$ cat config.mk
export PLATFORM = sky130hd
export DESIGN_NAME = write_back_stage
export DESIGN_NICKNAME = d
export VERILOG_FILES = /design/src/rtl/write_back_stage_pkg.sv /design/src/rtl/write_back_stage_dest_decode.sv /design/src/rtl/write_back_stage.sv
export SDC_FILE = /design/constraint.sdc
export NUM_CORES = 1
export LEC_CHECK = 0
export CORE_MARGIN = 5
export CORE_UTILIZATION = 35
export CTS_CLUSTER_SIZE = 25
export DETAILED_ROUTE_END_ITERATION = 10
export GPL_ROUTABILITY_DRIVEN = 0
export GPL_TIMING_DRIVEN = 0
export PLACE_DENSITY = 0.66
export SLEW_MARGIN = 20
export SYNTH_ARGS = -nofsm -noshare
export SYNTH_HDL_FRONTEND = slang
export SYNTH_SLANG_ARGS = --single-unit
$ cat constraint.sdc
create_clock -name clk -period 2.4 [get_ports clk]
set_clock_uncertainty 0.05 [all_clocks]
set_input_delay 0.36 -clock clk [delete_from_list [all_inputs] [get_ports clk]]
set_output_delay 0.36 -clock clk [all_outputs]
set_load 0.1 [all_outputs]
$ cat src/rtl/write_back_stage_pkg.sv
// write_back_stage_pkg
//   Shared ISA definitions for the write-back slice: 4-bit major opcodes,
//   6-bit {opcode, cz} codes for the conditional arithmetic/logic group,
//   the write-data source selector and the zero-flag source selector.
//   Also used by the memory-stage store-forwarding logic.
//   No ports.
package write_back_stage_pkg;

  // Major opcodes, IR[15:12]
  localparam logic [3:0] OP_ADD_GRP = 4'b0000;  // ADD / ADC / ADZ
  localparam logic [3:0] OP_ADI     = 4'b0001;
  localparam logic [3:0] OP_NDU_GRP = 4'b0010;  // NDU / NDC / NDZ
  localparam logic [3:0] OP_LHI     = 4'b0011;
  localparam logic [3:0] OP_LW      = 4'b0100;
  localparam logic [3:0] OP_SW      = 4'b0101;
  localparam logic [3:0] OP_LM      = 4'b0110;
  localparam logic [3:0] OP_SM      = 4'b0111;
  localparam logic [3:0] OP_JAL     = 4'b1000;
  localparam logic [3:0] OP_JLR     = 4'b1001;
  localparam logic [3:0] OP_BEQ     = 4'b1100;

  // {opcode, cz} codes, cz = IR[1:0]
  localparam logic [5:0] FN_ADD = 6'b000000;
  localparam logic [5:0] FN_ADC = 6'b000010;
  localparam logic [5:0] FN_ADZ = 6'b000001;
  localparam logic [5:0] FN_NDU = 6'b001000;
  localparam logic [5:0] FN_NDC = 6'b001010;
  localparam logic [5:0] FN_NDZ = 6'b001001;

  typedef enum logic [1:0] {
    WB_SRC_ALU  = 2'd0,
    WB_SRC_MEM  = 2'd1,
    WB_SRC_LINK = 2'd2
  } wb_src_e;

  typedef enum logic {
    Z_SRC_ALU = 1'b0,
    Z_SRC_MEM = 1'b1
  } z_src_e;

  function automatic logic [5:0] op_cz(input logic [15:0] ir);
    return {ir[15:12], ir[1:0]};
  endfunction

endpackage

$ cat src/rtl/write_back_stage_dest_decode.sv
// wb_dest_decode
//   Combinational decode of the MEM/WB instruction into register-file write
//   controls and flag-update controls. A cancelled instruction writes
//   nothing and touches no flag. Validity gating is done by the caller.
//   Ports:
//     ir_i          instruction word held in MEM/WB
//     cancel_i      1 = conditional op cancelled
//     lm_reg_sel_i  destination register for the current LM beat
//     we_o          write enable (before valid gating)
//     addr_o        destination register
//     src_o         write-data source
//     c_upd_o       carry flag takes the ALU carry
//     z_upd_o       zero flag is recomputed
//     z_src_o       zero flag computed from ALU result or memory data
module wb_dest_decode
  import write_back_stage_pkg::*;
#(
  parameter int RADDR_W = 3
) (
  input  logic [15:0]        ir_i,
  input  logic               cancel_i,
  input  logic [RADDR_W-1:0] lm_reg_sel_i,
  output logic               we_o,
  output logic [RADDR_W-1:0] addr_o,
  output wb_src_e            src_o,
  output logic               c_upd_o,
  output logic               z_upd_o,
  output z_src_e             z_src_o
);

  logic we_raw;
  logic c_raw;
  logic z_raw;

  // IR[2] carries no information for write-back.
  logic unused_ir_bit;
  assign unused_ir_bit = ir_i[2];

  always_comb begin
    we_raw  = 1'b0;
    c_raw   = 1'b0;
    z_raw   = 1'b0;
    addr_o  = ir_i[11:9];
    src_o   = WB_SRC_ALU;
    z_src_o = Z_SRC_ALU;
    case (ir_i[15:12])
      OP_ADD_GRP: begin
        addr_o = ir_i[5:3];
        if (op_cz(ir_i) == FN_ADD || op_cz(ir_i) == FN_ADC || op_cz(ir_i) == FN_ADZ) begin
          we_raw = 1'b1;
          c_raw  = 1'b1;
          z_raw  = 1'b1;
        end
      end
      OP_NDU_GRP: begin
        addr_o = ir_i[5:3];
        if (op_cz(ir_i) == FN_NDU || op_cz(ir_i) == FN_NDC || op_cz(ir_i) == FN_NDZ) begin
          we_raw = 1'b1;
          z_raw  = 1'b1;
        end
      end
      OP_ADI: begin
        addr_o = ir_i[8:6];
        we_raw = 1'b1;
        c_raw  = 1'b1;
        z_raw  = 1'b1;
      end
      OP_LHI: begin
        we_raw = 1'b1;
      end
      OP_LW: begin
        we_raw  = 1'b1;
        src_o   = WB_SRC_MEM;
        z_raw   = 1'b1;
        z_src_o = Z_SRC_MEM;
      end
      OP_LM: begin
        // Each LM beat names its own destination; flags are untouched.
        addr_o = lm_reg_sel_i;
        we_raw = 1'b1;
        src_o  = WB_SRC_MEM;
      end
      OP_JAL, OP_JLR: begin
        we_raw = 1'b1;
        src_o  = WB_SRC_LINK;
      end
      default: begin
        // SW, SM, BEQ and undefined encodings write nothing.
      end
    endcase
  end

  assign we_o    = we_raw & ~cancel_i;
  assign c_upd_o = c_raw  & ~cancel_i;
  assign z_upd_o = z_raw  & ~cancel_i;

endmodule

$ cat src/rtl/write_back_stage.sv
// write_back_stage
//   MEM/WB pipeline register plus write-back: captures the memory-stage
//   result, drives the register-file write port and holds the architectural
//   carry/zero flags.
//   Optional feature macro: WB_R7_REDIRECT_EN -- when defined, a write to R7
//   raises pc_redirect with pc_target = write data in the same cycle; when
//   undefined both are tied to 0.
//   Ports:
//     clk, reset (sync, active-high), stall (hold MEM/WB), flush (bubble)
//     ex_mem_valid, IRfrompipe4, ALUOut, MemData, RAFromPipeInc,
//     ex_mem_carry, ex_mem_CCR_write, lm_reg_sel  -- EX/MEM inputs
//     IRfrompipe5, mem_wb_CCR_write, mem_wb_valid -- registered MEM/WB state
//     rf_write_en, rf_write_addr, rf_write_data  -- register-file write port
//     carry_flag, zero_flag                      -- architectural flags
//     pc_redirect, pc_target                     -- R7 redirect to fetch
module write_back_stage
  import write_back_stage_pkg::*;
#(
  parameter int DATA_W  = 16,
  parameter int RADDR_W = 3
) (
  input  logic               clk,
  input  logic               reset,
  input  logic               stall,
  input  logic               flush,
  input  logic               ex_mem_valid,
  input  logic [15:0]        IRfrompipe4,
  input  logic [DATA_W-1:0]  ALUOut,
  input  logic [DATA_W-1:0]  MemData,
  input  logic [DATA_W-1:0]  RAFromPipeInc,
  input  logic               ex_mem_carry,
  input  logic               ex_mem_CCR_write,
  input  logic [RADDR_W-1:0] lm_reg_sel,
  output logic [15:0]        IRfrompipe5,
  output logic               mem_wb_CCR_write,
  output logic               mem_wb_valid,
  output logic               rf_write_en,
  output logic [RADDR_W-1:0] rf_write_addr,
  output logic [DATA_W-1:0]  rf_write_data,
  output logic               carry_flag,
  output logic               zero_flag,
  output logic               pc_redirect,
  output logic [DATA_W-1:0]  pc_target
);

  // MEM/WB register
  logic [15:0]        ir_q,     ir_d;
  logic               valid_q,  valid_d;
  logic               cancel_q, cancel_d;
  logic [DATA_W-1:0]  alu_q,    alu_d;
  logic [DATA_W-1:0]  mem_q,    mem_d;
  logic [DATA_W-1:0]  link_q,   link_d;
  logic               carry_q,  carry_d;
  logic [RADDR_W-1:0] lm_sel_q, lm_sel_d;
  // Architectural flags
  logic               c_flag_q, c_flag_d;
  logic               z_flag_q, z_flag_d;

  logic               dec_we;
  logic [RADDR_W-1:0] dec_addr;
  wb_src_e            dec_src;
  logic               dec_c_upd;
  logic               dec_z_upd;
  z_src_e             dec_z_src;

  wb_dest_decode #(.RADDR_W(RADDR_W)) u_dest_decode (
    .ir_i         (ir_q),
    .cancel_i     (cancel_q),
    .lm_reg_sel_i (lm_sel_q),
    .we_o         (dec_we),
    .addr_o       (dec_addr),
    .src_o        (dec_src),
    .c_upd_o      (dec_c_upd),
    .z_upd_o      (dec_z_upd),
    .z_src_o      (dec_z_src)
  );

  // Capture: flush beats stall; stall holds everything.
  always_comb begin
    ir_d     = ir_q;
    valid_d  = valid_q;
    cancel_d = cancel_q;
    alu_d    = alu_q;
    mem_d    = mem_q;
    link_d   = link_q;
    carry_d  = carry_q;
    lm_sel_d = lm_sel_q;
    if (flush) begin
      ir_d     = '0;
      valid_d  = 1'b0;
      cancel_d = 1'b0;
    end else if (!stall) begin
      ir_d     = IRfrompipe4;
      valid_d  = ex_mem_valid;
      cancel_d = ex_mem_CCR_write;
      alu_d    = ALUOut;
      mem_d    = MemData;
      link_d   = RAFromPipeInc;
      carry_d  = ex_mem_carry;
      lm_sel_d = lm_reg_sel;
    end
  end

  // Flags retire with the instruction on the edge that ends its WB cycle.
  // While stalled the instruction is still in WB, so the update waits for
  // the non-stalled edge and happens exactly once.
  logic flag_upd;
  logic z_value;

  assign flag_upd = valid_q & ~stall;
  assign z_value  = (dec_z_src == Z_SRC_MEM) ? (mem_q == '0) : (alu_q == '0);

  always_comb begin
    c_flag_d = c_flag_q;
    z_flag_d = z_flag_q;
    if (flag_upd && dec_c_upd) c_flag_d = carry_q;
    if (flag_upd && dec_z_upd) z_flag_d = z_value;
  end

  always_ff @(posedge clk) begin
    if (reset) begin
      ir_q     <= '0;
      valid_q  <= 1'b0;
      cancel_q <= 1'b0;
      alu_q    <= '0;
      mem_q    <= '0;
      link_q   <= '0;
      carry_q  <= 1'b0;
      lm_sel_q <= '0;
      c_flag_q <= 1'b0;
      z_flag_q <= 1'b0;
    end else begin
      ir_q     <= ir_d;
      valid_q  <= valid_d;
      cancel_q <= cancel_d;
      alu_q    <= alu_d;
      mem_q    <= mem_d;
      link_q   <= link_d;
      carry_q  <= carry_d;
      lm_sel_q <= lm_sel_d;
      c_flag_q <= c_flag_d;
      z_flag_q <= z_flag_d;
    end
  end

  // Write port
  always_comb begin
    case (dec_src)
      WB_SRC_MEM:  rf_write_data = mem_q;
      WB_SRC_LINK: rf_write_data = link_q;
      default:     rf_write_data = alu_q;
    endcase
  end

  assign rf_write_en      = valid_q & dec_we;
  assign rf_write_addr    = dec_addr;
  assign IRfrompipe5      = ir_q;
  assign mem_wb_valid     = valid_q;
  assign mem_wb_CCR_write = cancel_q;
  assign carry_flag       = c_flag_q;
  assign zero_flag        = z_flag_q;

`ifdef WB_R7_REDIRECT_EN
  assign pc_redirect = rf_write_en && (rf_write_addr == RADDR_W'(7));
  assign pc_target   = rf_write_data;
`else
  assign pc_redirect = 1'b0;
  assign pc_target   = '0;
`endif

endmodule

==> results of run 1 <==
==> cell families (layout without fill, tap and decap cells) <==
| kind of cell | count (synthesis) | in the layout | share of synthesized area |
|---|---|---|---|
| buf+inv | 55 | 195 | 0.09437 |
| simple gates | 172 | 172 | 0.2218 |
| fa+ha+maj | 2 | 2 | 0.007609 |
| flops | 72 | 72 | 0.4384 |
| mux | 20 | 20 | 0.06240 |
| other cells | 1 | 17 | 0.001140 |
| compound gates | 98 | 98 | 0.1743 |
==> flip-flops by register name, summed over array words and instances (netlist names) <==
name              flops
carry_q               1
alu_q                16
carry_flag            1
mem_wb_CCR_write      1
link_q               16
zero_flag             1
mem_q                16
IRfrompipe5          16
lm_sel_q              3
mem_wb_valid          1
==> Yosys cell counts (2+ instances only) <==
| cell type | count | share of area |
|---|---|---|
| buf_6 | 3 | 0.010 |
| ha_1 | 2 | 0.0076 |
| buf_2 | 11 | 0.017 |
| o22ai_1 | 2 | 0.0038 |
| mux2i_1 | 19 | 0.058 |
| nand2_1 | 124 | 0.14 |
| o21ai_0 | 16 | 0.024 |
| buf_4 | 18 | 0.041 |
| a21oi_1 | 54 | 0.082 |
| a22oi_1 | 16 | 0.037 |
| nand2b_1 | 3 | 0.0057 |
| nor4_1 | 9 | 0.017 |
| and2_1 | 2 | 0.0038 |
| clkbuf_1 | 17 | 0.019 |
| nor2_1 | 22 | 0.025 |
| a22o_1 | 2 | 0.0053 |
| o21ai_1 | 3 | 0.0046 |
| inv_1 | 5 | 0.0057 |
| dfxtp_1 | 72 | 0.44 |
| a222oi_1 | 2 | 0.0061 |
| nand4_1 | 2 | 0.0038 |
| nor2_2 | 2 | 0.0038 |
| or2_2 | 2 | 0.0038 |
==> final timing paths <==
kind,start,endpoint,slack [ps],depth (start not counted)
setup / recovery,IRfrompipe5[15],rf_write_data[9],-100,6
hold / removal,reset,mem_q[0],260,2
setup reg to reg,IRfrompipe5[15],zero_flag,680,5
hold reg to reg,carry_q,carry_q,410,2
==> timing repair <==
action                     in CTS  in global routing
cloned                          2                  2
buffers inserted                7                  5
gates resized for setup       181                 22
pin swaps                      14                 17
setup endpoints to repair      20                 19
==> layout make-up <==
type / instances / area, um2
inverters: 6 / 25.02
fillers: 793 / 3642
flip-flops and latches: 72 / 1456
clock inverters: 6 / 90.09
multi-input cells: 309 / 1942
clock buffers: 10 / 137.6
well taps: 111 / 138.9
plain buffers: 45 / 345.3
repair buffers: 128 / 1419
==> per-layer routing <==
| layer | GRT usage | vias to the layer above | wire length (um) |
|---|---|---|---|
| li1 | - | 1684 | - |
| met1 | 0.2558 | 1592 | 4943 |
| met5 | 0 | - | 0 |
| met3 | 0.03793 | 20 | 627 |
| met4 | 0.06393 | 0 | 212 |
| met2 | 0.3134 | 112 | 5471 |
==> where the power goes <==
part | switching (mW) | internal, mW
combinational | 0.524 | 0.318
clock | 0.494 | 0.617
sequential | 0.0469 | 1.24
total | 1.06 | 2.18
==> stage by stage <==
stage | TNS (ps) | total power, mW
final | -833.9 | 3.241
after global routing | -1818 | 3.349
after CTS | -1374 | 3.222
after detailed placement | -17020 | 2.073
after global placement | -16770 | 2.066
after floorplan | -3451 | 1.842
==> layout by cell type (no fill, tap or decap), types with 3 or more instances in the layout <==
cell,instances
buf_4,32
inv_2,3
nand2_2,4
buf_2,13
buf_8,3
a22oi_1,6
nor2_1,20
dfxtp_4,4
dfxtp_1,68
nand2_1,114
mux2i_1,19
clkbuf_16,4
clkdlybuf4s50_1,90
a22oi_2,10
o21ai_4,17
nand2_4,6
nor4_1,8
conb_1,17
a21oi_1,54
buf_12,16
clkbuf_1,9
clkbuf_8,11
nand2b_1,3
==> flow_summary_export.csv, run 1 <==
group,metric,value,unit
status,status,"complete, but fails checks",
status,violations,"negative setup slack",
die,fp.dieArea,0.01143,mm2
global_route,grt_start_max_net_pins,14,
drt,detail-route-antenna-nets,0,
timing,max_slew.worst_pin.slew,1009,ps
synth,syn_area,0.003288,mm2
global_route,grt_pass1_wl,17460,um
timing,fin_ws,-97.35,ps
layout,antenna_cells,0,
drt,drtIter0Drc,139,
power_and_ir_drop,power_leakage,2.140,nW
global_route,overflow,0,
clock_tree,htreeDepth,3,
clock_tree,clock_path_buffers,2,
synth,synth_area_per_cell,7.829,um2
setup_path,cp.arrival,2090,ps
power_and_ir_drop,ir_worst_vdd,0.0002706,V
setup_path,cp_data_required_time,1990,ps
layout,layout-drive-gt1-share,0.2569,
timing,fin_crit,2497,ps
layout,area_growth,68.91,%
timing,hold_slack,263.7,ps
clock_tree,clk_latency,360,ps
timing,max_freq,400.4,MHz
min_path,hp-class,"primary input to flip-flop",
drt,firstDrtPassIters,5,
clock_tree,clkSinkCount,72,
layout,instances_no_fill,687,
setup_path,cp_max_fo,7,
global_route,first_global_vias,3297,
drt,remaining_drc_errors,0,
clock_tree,cts_tree,"done",
clock_tree,ctsHoldBuffers,0,
synth,synth_edf_count,0,
power_and_ir_drop,power_density,583.5,mW/mm2
synth,netlist_instances,420,
synth,ys_seq_area_frac,0.4384,
drt,num_vias,3408,
clock_tree,cts_buffers,9,
synth,ys.flop_type,"dfxtp_1",
setup_path,cp-end-kind,"output port",
run,max_cap_violations,0,
timing,fin_crit_sh,1.041,
setup_path,critPathSlowestCell,"or3b_4",
clock_tree,clkTransAtPathRegs,80,ps
die,start_util,0.3576,
global_route,track_usage,0.1926,
die,core-area,0.009196,mm2
setup_path,timing.critical_path.slowest_cell_delay,430,ps
drt,via_per_inst,4.961,
timing,relSlewSlack,0.3251,
setup_path,crit_chain,"or3b_4 -> ha_4 -> clkbuf_16 -> nand2_1 -> o21ai_4 -> buf_12",
timing,finalHoldViolations,0,
timing,rsz0062_at_grt,"true",
placed_design,placed_area,0.004942,mm2
setup_path,worstSetupPathType,"flip-flop to output port",
placed_design,placedCellCount,659,
placed_design,dpl.hpwl,8114,um
setup_path,crit_path_start_kind,"flip-flop",
die,row_count,35,
placed_design,pre_cts_ws,-1067,ps
placed_design,portBuffers,112,
layout,fin_util,0.6039,
die,die_x,106.9,um
global_route,antenna_found_initial,0,
drt,routedWlPerCell,16.38,um
drt,routed_wl,11260,um
setup_path,path_buf_inv,2,
timing,slew_violations,0,
die,die_height,106.9,um
synth,yosys_warnings,0,
synth,ys_types,35,
die,io_pins,131,
setup_path,cp_top_family,"simple AND/OR/NAND/NOR gates",
layout,nets,647,
layout,design_area,0.005554,mm2
synth,ys_ff_latch,72,
clock_tree,root_buffer,"clkbuf_8",
synth,async_flop_share,0,
timing,setup_viol,16,
No activity file was read; power rests on OpenSTA's default activity.
==> run 2: changes to the inputs <==
- CORE_MARGIN: 5 -> unset
- MAX_ROUTING_LAYER: unset -> met4
- RECOVER_POWER: unset -> 25
==> flow_summary_export.csv, run 2 (synthesis results as in run 1) <==
group,metric,value,unit
die,core-area,0.009153,mm2
power_and_ir_drop,ir_worst_vdd,0.0002564,V
clock_tree,clkSinkCount,72,
layout,area_growth,63.36,%
setup_path,crit_cells,7,
placed_design,dpl.hpwl,7541,um
clock_tree,cts_tree,"done",
power_and_ir_drop,power_density,544.0,mW/mm2
timing,fin_ws,-90.60,ps
timing,fin_crit_sh,1.038,
layout,nets,641,
timing,finalHoldViolations,0,
status,status,"complete, but fails checks",
timing,rsz0062_at_grt,"true",
drt,dr_wl_met3,451,um
status,violations,"design-rule violations, negative setup slack",
timing,relSlewSlack,0.3377,
layout,regArea,0.001456,mm2
min_path,hp-class,"primary input to flip-flop",
global_route,track_usage,0.2171,
setup_path,cp.arrival,2080,ps
drt,detail-route-antenna-nets,0,
die,start_util,0.3593,
drt,num_vias,3341,
drt,firstDrtPassIters,7,
power_and_ir_drop,power.total,2.922,mW
clock_tree,clk_latency,340,ps
setup_path,crit_chain,"or3b_4 -> inv_4 -> ha_4 -> clkbuf_16 -> a22oi_2 -> o21ai_4 -> buf_12",
timing,max_slew.worst_pin.slew,990.4,ps
layout,final_common_cell,"nand2_1",
timing,hold_slack,288.2,ps
die,io_pins,131,
clock_tree,htreeDepth,3,
clock_tree,cts_buffers,9,
run,max_cap_violations,0,
layout,layout-drive-gt1-share,0.2342,
setup_path,worstSetupPathType,"flip-flop to output port",
die,die_height,98.93,um
clock_tree,clock_path_buffers,2,
setup_path,critPathSlowestCell,"or3b_4",
drt,routedWlPerCell,15.13,um
min_path,holdPathStages,2,
setup_path,crit_path_start_kind,"flip-flop",
layout,antenna_cells,0,
drt,routed_wl,10270,um
drt,remaining_drc_errors,2,
global_route,antenna_found_initial,0,
drt,via_per_inst,4.920,
drt,wl_met2,4897,um
setup_path,cp_top_family,"buffers and inverters",
global_route,first_global_vias,3109,
setup_path,cp_data_required_time,1990,ps
die,die_x,98.93,um
drt,dr.max_layer_used,"met4",
timing,max_freq,401.5,MHz
layout,fill_cells,813,
timing,slew_violations,0,
setup_path,r2r_cells,5,
global_route,grt_pass1_wl,16150,um
layout,final_cell_mix,"nand2_1 (118), clkdlybuf4s50_1 (89), dfxtp_1 (68), a21oi_1 (54), buf_4 (28)",
global_route,overflow,0,
setup_path,cp-end-kind,"output port",
drt,m1WireLength,4733,um
layout,multi_input_area,0.001908,mm2
die,fp.dieArea,0.009786,mm2
clock_tree,root_buffer,"clkbuf_8",
clock_tree,ctsHoldBuffers,0,
setup_path,cp_max_fo,8,
timing,setup_viol,16,
drt,drtIter0Drc,125,
die,row_count,35,
power_and_ir_drop,power_leakage,2.051,nW
timing,fin_crit,2491,ps
global_route,grt_start_max_net_pins,12,
placed_design,portBuffers,112,
setup_path,timing.critical_path.slowest_cell_delay,430,ps
setup_path,path_buf_inv,3,
clock_tree,clkTransAtPathRegs,80,ps
-- run 2: layout make-up --
cell class,count,area share
multi-input cells,309,0.3552
flip-flops and latches,72,0.2711
clock buffers,10,0.02562
well taps,111,0.02586
repair buffers,122,0.2520
inverters,6,0.004659
plain buffers,45,0.06126
clock inverters,4,0.004193
-- run 2: worst reg2reg max path, stage by stage, from the launching register on --
cell and delay [ps]:
dfxtp_4 380, or3b_4 430, buf_4 150, nor2_2 100
mux2_4 310, a311oi_2 250
-- run 2: routing by layer --
layer | global-route usage | vias to the layer above
met5 | - | -
met4 | 0.07577 | 0
met3 | 0.02979 | 16
met2 | 0.3443 | 100
met1 | 0.2831 | 1552
li1 | - | 1673
-- run 2: path summary, 6_finish.rpt --
check / end / startpoint / slack, ps
hold / removal: zero_flag / reset / 290
hold reg to reg: carry_q / carry_q / 400
setup / recovery: rf_write_data[1] / IRfrompipe5[14] / -90
setup reg to reg: zero_flag / IRfrompipe5[14] / 640
-- run 2: repair_timing --
item	in CTS	in global routing
endpoints found under the setup margin	20	18
gates cloned	1	0
pin swaps	20	2
resized for setup	174	14
buffers inserted	7	2
-- run 2: report_power, final --
group / internal, mW / switching [mW]
clock network: 0.386 / 0.431
logic: 0.303 / 0.512
registers: 1.24 / 0.0474
total: 1.93 / 0.990
-- run 2: stage by stage --
step	instances	setup WS (ps)	utilization	area, um2	setup TNS [ps]
2_1_floorplan	436	-231.8	-	3682	-3451
3_3_place_gp	659	-1069	0.5400	4942	-16850
3_5_place_dp	659	-1054	0.5400	4942	-16930
4_1_cts	677	-75.09	0.5828	5334	-971.0
5_1_grt	679	-138.1	0.5869	5371	-1791
6_report	679	-90.60	0.5869	5371	-925.3
==> run 3: changes to the inputs <==
- REMOVE_ABC_BUFFERS: unset -> 1
==> flow_summary_export.csv, run 3 (synthesis results as in run 1) <==
group,metric,value,unit
layout,layout-drive-gt1-share,0.1937,
die,start_util,0.3593,
setup_path,cp-end-kind,"output port",
layout,final_cell_mix,"nand2_1 (124), clkdlybuf4s50_1 (88), dfxtp_1 (68), a21oi_1 (54), nor2_1 (21)",
placed_design,dpl.hpwl,6063,um
setup_path,r2r-end,"zero_flag",
global_route,overflow,0,
drt,detail-route-antenna-nets,0,
clock_tree,clkTransAtPathRegs,80,ps
layout,regArea,0.001456,mm2
power_and_ir_drop,power_leakage,1.990,nW
power_and_ir_drop,ir_worst_vdd,0.0003226,V
timing,setup_viol,13,
drt,drtIter0Drc,99,
power_and_ir_drop,power.total,3.156,mW
die,die_height,98.93,um
clock_tree,htreeDepth,3,
placed_design,portBuffers,113,
setup_path,crit-reg2reg-launch,"mem_q[11]",
drt,m1WireLength,4311,um
min_path,hold_start,"lm_sel_q[2]",
timing,fin_crit_sh,1.015,
drt,routedWlPerCell,14.87,um
layout,instances_no_fill,648,
timing,max_freq,410.5,MHz
min_path,holdPathStages,2,
clock_tree,cts_buffers,9,
setup_path,cp_data_required_time,1990,ps
layout,multi_input_area,0.001834,mm2
setup_path,cp_max_fo,8,
setup_path,r2r_cells,4,
timing,fin_crit,2436,ps
drt,dr.max_layer_used,"met4",
timing,max_slew.worst_pin.slew,1028,ps
status,status,"complete, but fails checks",
min_path,min_to,"lm_sel_q[2]",
placed_design,placed_area,0.004373,mm2
clock_tree,clkSinkCount,72,
drt,dr_wl_met3,653,um
min_path,hp-class,"flip-flop to flip-flop",
global_route,first_global_vias,3002,
clock_tree,clk_latency,330,ps
layout,fill_cells,838,
setup_path,worstSetupPathType,"flip-flop to output port",
drt,via_per_inst,5.006,
layout,nets,608,
timing,relSlewSlack,0.3147,
timing,rsz0062_at_grt,"true",
placed_design,placedCellCount,613,
global_route,antenna_found_initial,0,
drt,wl_met2,4518,um
timing,slew_violations,0,
timing,fin_ws,-35.79,ps
die,fp.dieArea,0.009786,mm2
global_route,track_usage,0.1921,
layout,final_common_cell,"nand2_1",
drt,routed_wl,9638,um
die,row_count,35,
setup_path,crit_path_start_kind,"flip-flop",
status,violations,"negative setup slack",
die,die_x,98.93,um
drt,remaining_drc_errors,0,
layout,design_area,0.005210,mm2
setup_path,critical_path.startpoint,"IRfrompipe5[14]",
setup_path,cp.arrival,2030,ps
clock_tree,ctsHoldBuffers,0,
drt,firstDrtPassIters,5,
run,max_cap_violations,0,
power_and_ir_drop,power_density,605.8,mW/mm2
clock_tree,cts_tree,"done",
global_route,grt_pass1_wl,14310,um
die,core-area,0.009153,mm2
die,io_pins,131,
clock_tree,root_buffer,"clkbuf_8",
layout,area_growth,58.45,%
timing,finalHoldViolations,0,
drt,num_vias,3244,
layout,antenna_cells,0,
clock_tree,clock_path_buffers,2,
setup_path,r2r_slack,690,ps
layout,fin_util,0.5692,
global_route,grt_start_max_net_pins,53,
[run 3: cell type report]
type	instances	area share
clock buffer	11	0.02906
clock inverter	5	0.01513
inverter	6	0.004803
multi-input combinational	309	0.3521
sequential	72	0.2795
tap	111	0.02666
timing repair buffer	134	0.2927
[run 3: per-layer routing]
metal,vias to the layer above,global-route usage
met4,0,0.06200
li1,1597,-
met3,15,0.03688
met2,133,0.3082
met5,-,-
met1,1499,0.2431
[run 3: critical path: stages, from the launching register on]
cell	delay (ps)
dfxtp_4	380
or3b_4	430
ha_4	230
buf_12	160
a22oi_2	220
o21ai_4	100
buf_12	170
[run 3: how the worst max path moves through the flow]
stage                                  end  slack (ps)  cells after the start
final                     rf_write_data[6]         -40                      6
after global routing      rf_write_data[6]        -110                      6
after CTS                 rf_write_data[0]        -100                      7
after detailed placement  rf_write_data[0]       -1330                      5
after global placement    rf_write_data[0]       -1330                      5
after floorplan           rf_write_data[0]       -2350                      3
[run 3: report_power, final]
group	internal (mW)	leakage, nW	switching (mW)	total (mW)
Combinational	0.277	1.28	0.502	0.779
Sequential	1.24	0.591	0.0409	1.28
Clock	0.641	0.119	0.453	1.09
Total	2.16	1.99	0.997	3.16
[run 3: repair_timing]
action / 4_1_cts / 5_1_grt
setup endpoints to repair: 24 / 19
buffers inserted: 14 / 5
pin swaps: 7 / 20
resized for setup: 179 / 79
[run 3: metrics by stage]
step	setup TNS [ps]	hold WS (ps)	worst slack (ps)
finish	-251.2	407.8	-35.79
detailed placement	-22190	399.1	-1333
CTS	-686.2	358.8	-99.56
global route	-1380	420.0	-114.7
global placement	-98250	394.2	-1334
floorplan	-38470	377.9	-2349
